File: src/rtl/vga_sync_gen.sv
// VGA 640x480@60 sync generator: free-running counters with registered sync, blanking and coordinates.
// Optional colour-bar test pattern on rgb when VGA_TEST_PATTERN_EN is defined.

module vga_sync_gen_chk #(
    parameter int CNT_W   = 10,
    parameter int H_TOTAL = 800,
    parameter int V_TOTAL = 525
) ();
    if ((H_TOTAL - 1) >= (2 ** CNT_W) || (V_TOTAL - 1) >= (2 ** CNT_W)) begin : g_cnt_w_too_small
        $error("vga_sync_gen: CNT_W=%0d cannot hold H_TOTAL-1=%0d / V_TOTAL-1=%0d",
               CNT_W, H_TOTAL - 1, V_TOTAL - 1);
    end
endmodule

module vga_sync_gen #(
    parameter int   H_ACTIVE = 640,
    parameter int   H_FP     = 16,
    parameter int   H_SYNC   = 96,
    parameter int   H_BP     = 48,
    parameter int   V_ACTIVE = 480,
    parameter int   V_FP     = 10,
    parameter int   V_SYNC   = 2,
    parameter int   V_BP     = 33,
    parameter logic SYNC_POL = 1'b0,
    parameter int   CNT_W    = 10
) (
    input  logic             clk_in,
    input  logic             reset,
    output logic             hsync,
    output logic             vsync,
    output logic             video_on,
    output logic [CNT_W-1:0] pixel_x,
    output logic [CNT_W-1:0] pixel_y,
    output logic             frame_start
`ifdef VGA_TEST_PATTERN_EN
    ,
    output logic [11:0]      rgb
`endif
);

    localparam int H_TOTAL = H_ACTIVE + H_FP + H_SYNC + H_BP;
    localparam int V_TOTAL = V_ACTIVE + V_FP + V_SYNC + V_BP;

    localparam logic [CNT_W-1:0] H_LAST     = CNT_W'(H_TOTAL - 1);
    localparam logic [CNT_W-1:0] V_LAST     = CNT_W'(V_TOTAL - 1);
    localparam logic [CNT_W-1:0] H_ACT_END  = CNT_W'(H_ACTIVE);
    localparam logic [CNT_W-1:0] V_ACT_END  = CNT_W'(V_ACTIVE);
    localparam logic [CNT_W-1:0] H_SYNC_BEG = CNT_W'(H_ACTIVE + H_FP);
    localparam logic [CNT_W-1:0] H_SYNC_END = CNT_W'(H_ACTIVE + H_FP + H_SYNC);
    localparam logic [CNT_W-1:0] V_SYNC_BEG = CNT_W'(V_ACTIVE + V_FP);
    localparam logic [CNT_W-1:0] V_SYNC_END = CNT_W'(V_ACTIVE + V_FP + V_SYNC);

    vga_sync_gen_chk #(
        .CNT_W  (CNT_W),
        .H_TOTAL(H_TOTAL),
        .V_TOTAL(V_TOTAL)
    ) u_chk ();

    logic [CNT_W-1:0] r_h_cnt;
    logic [CNT_W-1:0] r_v_cnt;

    logic w_h_last;
    logic w_v_last;
    logic w_hsync_on;
    logic w_vsync_on;
    logic w_video_on;
    logic w_frame_start;

    assign w_h_last      = (r_h_cnt == H_LAST);
    assign w_v_last      = (r_v_cnt == V_LAST);
    assign w_hsync_on    = (r_h_cnt >= H_SYNC_BEG) && (r_h_cnt < H_SYNC_END);
    assign w_vsync_on    = (r_v_cnt >= V_SYNC_BEG) && (r_v_cnt < V_SYNC_END);
    assign w_video_on    = (r_h_cnt < H_ACT_END) && (r_v_cnt < V_ACT_END);
    assign w_frame_start = (r_h_cnt == {CNT_W{1'b0}}) && (r_v_cnt == {CNT_W{1'b0}});

`ifdef VGA_TEST_PATTERN_EN
    localparam int BAR_W = H_ACTIVE / 8;

    function automatic logic [11:0] bar_color(input logic [CNT_W-1:0] idx);
        case (idx)
            CNT_W'(0): bar_color = 12'hFFF;
            CNT_W'(1): bar_color = 12'hFF0;
            CNT_W'(2): bar_color = 12'h0FF;
            CNT_W'(3): bar_color = 12'h0F0;
            CNT_W'(4): bar_color = 12'hF0F;
            CNT_W'(5): bar_color = 12'hF00;
            CNT_W'(6): bar_color = 12'h00F;
            default:   bar_color = 12'h000;
        endcase
    endfunction

    logic [CNT_W-1:0] w_bar_idx;
    logic [11:0]      w_rgb;

    assign w_bar_idx = r_h_cnt / CNT_W'(BAR_W);
    assign w_rgb     = w_video_on ? bar_color(w_bar_idx) : 12'h000;
`endif

    // Counters advance every pixel; outputs are a one-cycle-late registered decode of them.
    always_ff @(posedge clk_in) begin
        if (reset) begin
            r_h_cnt     <= {CNT_W{1'b0}};
            r_v_cnt     <= {CNT_W{1'b0}};
            hsync       <= ~SYNC_POL;
            vsync       <= ~SYNC_POL;
            video_on    <= 1'b0;
            pixel_x     <= {CNT_W{1'b0}};
            pixel_y     <= {CNT_W{1'b0}};
            frame_start <= 1'b0;
`ifdef VGA_TEST_PATTERN_EN
            rgb         <= 12'h000;
`endif
        end else begin
            if (w_h_last) begin
                r_h_cnt <= {CNT_W{1'b0}};
                r_v_cnt <= w_v_last ? {CNT_W{1'b0}} : r_v_cnt + CNT_W'(1);
            end else begin
                r_h_cnt <= r_h_cnt + CNT_W'(1);
            end
            hsync       <= w_hsync_on ? SYNC_POL : ~SYNC_POL;
            vsync       <= w_vsync_on ? SYNC_POL : ~SYNC_POL;
            video_on    <= w_video_on;
            pixel_x     <= r_h_cnt;
            pixel_y     <= r_v_cnt;
            frame_start <= w_frame_start;
`ifdef VGA_TEST_PATTERN_EN
            rgb         <= w_rgb;
`endif
        end
    end

endmodule

File: config.mk
export PLATFORM = sky130hd
export DESIGN_NAME = vga_sync_gen
export DESIGN_NICKNAME = d
export VERILOG_FILES = /design/src/rtl/vga_sync_gen.sv
export SDC_FILE = /design/constraint.sdc
export NUM_CORES = 1
export LEC_CHECK = 0
export CELL_PAD_IN_SITES_DETAIL_PLACEMENT = 1
export CELL_PAD_IN_SITES_GLOBAL_PLACEMENT = 2
export CORE_ASPECT_RATIO = 0.8
export CORE_MARGIN = 4
export CORE_UTILIZATION = 35
export CTS_BUF_LIST = sky130_fd_sc_hd__clkbuf_8
export CTS_CLUSTER_DIAMETER = 50
export DETAILED_ROUTE_END_ITERATION = 8
export PLACE_DENSITY_LB_ADDON = 0.15
export RECOVER_POWER = 25
export SYNTH_ARGS = -nofsm -noshare
export SYNTH_HDL_FRONTEND = slang
export SYNTH_SLANG_ARGS = --single-unit
File: constraint.sdc
create_clock -name clk_in -period 2.5 [get_ports clk_in]
set_clock_uncertainty 0.2 [all_clocks]
set_input_delay 0.5 -clock clk_in [delete_from_list [all_inputs] [get_ports clk_in]]
set_output_delay 0.5 -clock clk_in [all_outputs]
set_load 0.01 [all_outputs]
=== Yosys cells after proc, flatten, opt, wreduce, memory -nomap -nowiden ===
Cells that the tools add are included.

* Add/sub/neg operators: 2
* Magnitude comparators: 6
* Equal/unequal tests: 2
* Multiplexer cells: 3
* Reductions and logical operators: 7

{| class="wikitable"
|+ Operator list
! operator !! number
|-
| 10-bit by 1-bit adder with 10-bit output (second input constant) || 2
|-
| 10-bit equality test (second input constant) || 2
|-
| 10-bit zero test || 2
|-
| 10-bit < comparator (second input constant) || 2
|-
| 10-bit by 9-bit < comparator with 1-bit output (second input constant) || 2
|-
| 10-bit greater-or-equal comparator (second input constant) || 1
|-
| 10-bit by 9-bit greater-or-equal comparator with 1-bit output (second input constant) || 1
|-
| 10-bit two-way mux || 1
|-
| 1-bit logical AND || 4
|-
| 1-bit two-way mux || 2
|-
| 2-bit OR reduction || 1
|}

* Bits in registers: 44
* Bits of input ports: 2
* Output and inout port bits: 24
* Logic and storage cells: 28

=== Depth between registers and ports, before layout ===
* Depth in word-level cells: 3
* Gate-level depth with buffers: 7
* Mapped depth without buffers: 5

=== Least setup slack after synthesis ===
No wires, ideal clock.

* Path type: register to register
* From: register r_h_cnt[0]
* To: register r_v_cnt[9]
* Library setup time: 0.066 ns
* Arrival time: 1.461 ns
* Data required time: 2.234 ns
* Slack: 0.773 ns
* Stages on the path, launching flop included: 7
* Path buffers: 1
* Clock period less this slack: 1.727 ns
* Path through: dfxtp_1 > ha_1 > and4_1 > buf_6 > nand4_2 > or3_1 > a21oi_2

* Cells in the longest elaborated chain, start to end: 1

{| class="wikitable"
|+ Ends and longest elaborated chain
! what !! line !! RTL
|-
| start, declared || 59 || <nowiki>logic [CNT_W-1:0] r_h_cnt;</nowiki>
|-
| start signal, assigned || 102 || <nowiki>r_h_cnt <= {CNT_W{1'b0}};</nowiki>
|-
| start signal, assigned || 115 || <nowiki>r_h_cnt <= {CNT_W{1'b0}};</nowiki>
|-
| start signal, assigned || 118 || <nowiki>r_h_cnt <= r_h_cnt + CNT_W'(1);</nowiki>
|-
| 10-bit equality test || 69 || <nowiki>assign w_h_last = (r_h_cnt == H_LAST);</nowiki>
|-
| end signal, assigned || 103 || <nowiki>r_v_cnt <= {CNT_W{1'b0}};</nowiki>
|-
| end signal, assigned || 116 || <nowiki>r_v_cnt <= w_v_last ? {CNT_W{1'b0}} : r_v_cnt + CNT_W'(1);</nowiki>
|-
| end, declared || 60 || <nowiki>logic [CNT_W-1:0] r_v_cnt;</nowiki>
|}

No other way between the ends.
A chain may end at the register's enable or synchronous reset.

=== Worst setup path after layout ===
* From: register r_h_cnt[0]
* To: register r_v_cnt[2]

Same word-level chain as after synthesis.

==> reports/qor.yml <==
die:
  floorplan.rows: 22
  area_enclosed_by_the_die_boundary_um2: 6090
  start_util_pct: 36.8
  dieWidth_um: 86.2
  boundaryPins: 26
  height_of_the_die_um: 70.6
  fp.coreArea_um2: 4650
critical_path:
  worst-path-stages: 5
  timing.setup.critical_path_class: "flip-flop to flip-flop"
  path_delay_family: "simple AND/OR/NAND/NOR gates"
  worst-r2r-cell-count: 5
  critical_path.n_buffers_inverters: 0
  worst_ep_arrival_time_ps: 2110
  required_ps: 2460
  timing.critical_path.from_type: "flip-flop"
  worstPathMaxFanout: 9
  cp_slowest_cell: "a41o_1"
  worst_setup_path_end_kind: "flip-flop"
  crit_path_cells: "ha_1 > and4_1 > and3_1 > a41o_1 > nor2_1"
  cp_slowest_stage_delay_ps: 420
yosys:
  synth_largest_area_cell: "dfxtp_1"
  commonest_register_cell_after_synthesis: "dfxtp_1"
  synth-edff-count: 0
  post_synth_instance_area_um2: 1710
  syn_inst: 169
  netlist_top_cells_area: "dfxtp_1 (51%), nor2b_1 (7.3%), xor2_1 (4.6%)"
  synth.yosys.seq_area_share_pct: 51.4
  yosysWarnings: 0
  mappedNetlistNets: 176
  synth.top_cell.area_share_pct: 51.4
  asyncSetResetFlopFracSynth_pct: 0
  yosys_register_bits: 44
  synth_area_per_cell_um2: 10.1
  netlist-cell-type-count: 33
timing:
  layout_setup_ws_ps: 345
  post_route_clock_period_utilization_pct: 86.2
  hold_viol_final: 0
  finalCriticalPeriod_ps: 2150
  worst_slew_pin_slew_ps: 423
  timing.final.setup_violations: 0
  final.setup.tns_ps: 0
  fmax_ghz: 0.464
  slew_headroom_pct: 71.6
  rsz0062_at_grt: "no"
  finalMaxSlewViolations: 0
placed_design:
  io_buffers: 25
  placement.setup.worst_slack_ps: 361
  gpl.final_weighted_congestion: 0.742
  hpwlAfterDp_um: 2560
clock_network:
  clk-insertion-delay-late_ps: 290
  htree_levels: 2
  holdBufCountCts: 0
  worst_setup_hold_path_clk_slew_ps: 80
  cts_inserted_buffers: 5
  postCtsResizedCells: 0
  cts.sinks: 44
  clk_root_buffer_cell: "clkbuf_8"
  clock_path_buffers: 2
  cts_post_setup_buffers_inserted: 0
  cts_tree: "done"
grt:
  largest_net_degree_at_the_start_of_global_routing: 22
  wire_length_of_the_first_global_routing_pass_um: 6010
  antenna_found_initial: 0
  number_of_global_route_vias_before_repair: 1194
  groute.usage.overall_pct: 12.5
  grt_remaining_overflow: 0
min_path:
  timing.hold.worst.class: "flip-flop to flip-flop"
  whs_path_depth: 1
routing:
  avgViaCountPerCell: 4.73
  vias: 1201
  drc: 0
  postRouteAntennaNets: 0
  detailedRoute.firstIterationViolations: 23
  drtPass1Iterations: 4
  wl_per_cell_um: 14.0
  routed_wl_um: 3550
outcome:
  outcome: "finished clean"
power_and_ir_drop:
  power.ir.vdd_worst_mv: 0.436
  powerDensity_nw_per_um2: 656
  cellLeakagePower_nw: 0.809
run:
  cap_violations: 0
layout:
  n_diodes: 0
  fillers: 518
  post_route_cells_drive_above_1_share_pct: 9.28
  area_growth_pct: 23.4
  nets: 201
-- cell families (layout without fill, tap and decap cells) --
| group | count (synthesis) | count (layout) | share of synthesized area [%] |
|---|---|---|---|
| AOI/OAI and AO/OA | 13 | 13 | 5.18 |
| adders and majority gates | 5 | 5 | 3.65 |
| and+or+nand+nor | 81 | 81 | 28.4 |
| xor gates and xnor gates | 12 | 12 | 6.13 |
| muxes | 1 | 1 | 0.584 |
| DFF | 44 | 44 | 51.4 |
| buffers and inverters | 13 | 38 | 4.67 |
-- final timing paths --
| path | from | endpoint | slack, ps |
|---|---|---|---|
| max | r_h_cnt[0] | r_v_cnt[2] | 350 |
| min reg2reg | r_h_cnt[0] | r_h_cnt[0] | 300 |
| max reg2reg | r_h_cnt[0] | r_v_cnt[2] | 350 |
| min | r_h_cnt[0] | r_h_cnt[0] | 300 |
-- per-layer routing --
metal	part of all wire (%)	up-vias	track usage [%]
met2	40	28	17.4
met5	0	-	0
met3	5.7	5	3.73
li1	-	612	-
met4	0.96	0	3.63
met1	53	556	18.5
-- synthesized netlist by cell type (3+ instances only) --
cell and count:
nor2b_1 20, ha_1 5, buf_6 4, nor2_1 19, dfxtp_1 44, xor2_1 9, clkbuf_1 3, nand2_1 8
xnor2_1 3, and3_1 5, nand3_1 3, a21oi_2 3, o21ai_0 5, inv_1 5, or3_1 5, nand4_1 5
-- state kept, by name, summed over array words and instances (netlist names) --
name / cells
frame_start: 1
hsync: 1
pixel_x: 10
pixel_y: 10
r_h_cnt: 10
r_v_cnt: 10
video_on: 1
vsync: 1
-- metrics by stage --
step | power, mW | utilization [%] | cells | instance area, um^2 | hold WS [ps]
4_1_cts | 1.40 | 45.5 | 254 | 2110 | 294
2_1_floorplan | 0.760 | - | 169 | 1710 | 237
3_3_place_gp | 0.779 | 42.7 | 247 | 1990 | 251
3_5_place_dp | 0.779 | 42.7 | 247 | 1990 | 269
5_1_grt | 1.44 | 45.5 | 254 | 2110 | 334
6_report | 1.39 | 45.5 | 254 | 2110 | 297
-- cells in the final DEF (no fill, tap or decap), types with 2 or more instances in the layout --
| cell | synthesis | final |
|---|---|---|
| a21oi_1 | 2 | 2 |
| ha_1 | 5 | 5 |
| nand4_1 | 5 | 5 |
| or2_2 | 2 | 2 |
| or3_1 | 5 | 5 |
| xor2_1 | 9 | 9 |
| and3_1 | 5 | 5 |
| a21oi_2 | 3 | 3 |
| xnor2_1 | 3 | 3 |
| o21ai_0 | 5 | 5 |
| nor2_1 | 19 | 19 |
| nand3_1 | 3 | 3 |
| dfxtp_1 | 44 | 44 |
| inv_1 | 5 | 5 |
| nor4b_1 | 2 | 2 |
| clkbuf_8 | 0 | 5 |
| nor2b_1 | 20 | 20 |
| o2111ai_1 | 2 | 2 |
| nor4_1 | 2 | 2 |
| clkdlybuf4s50_1 | 0 | 24 |
| and4_1 | 2 | 2 |
| nand2_1 | 8 | 8 |
| bufinv_16 | 0 | 2 |
-- power by group --
group	switching (mW)	leakage (nW)	internal, mW
Sequential	0.00672	0.356	0.709
Clock	0.232	0.0642	0.393
Combinational	0.0255	0.389	0.0199
Total	0.264	0.809	1.12
-- cell type report --
class	instances	area (um^2)	share of cell area, %
Clock inverter	2	60.1	2.84
Timing Repair Buffer	26	258	12.2
Clock buffer	5	68.8	3.25
Inverter	5	18.8	0.888
Tap cell	60	75.1	3.55
Sequential cell	44	881	41.7
Multi-Input combinational cell	112	753	35.6
No activity file was read; power rests on OpenSTA's default activity.
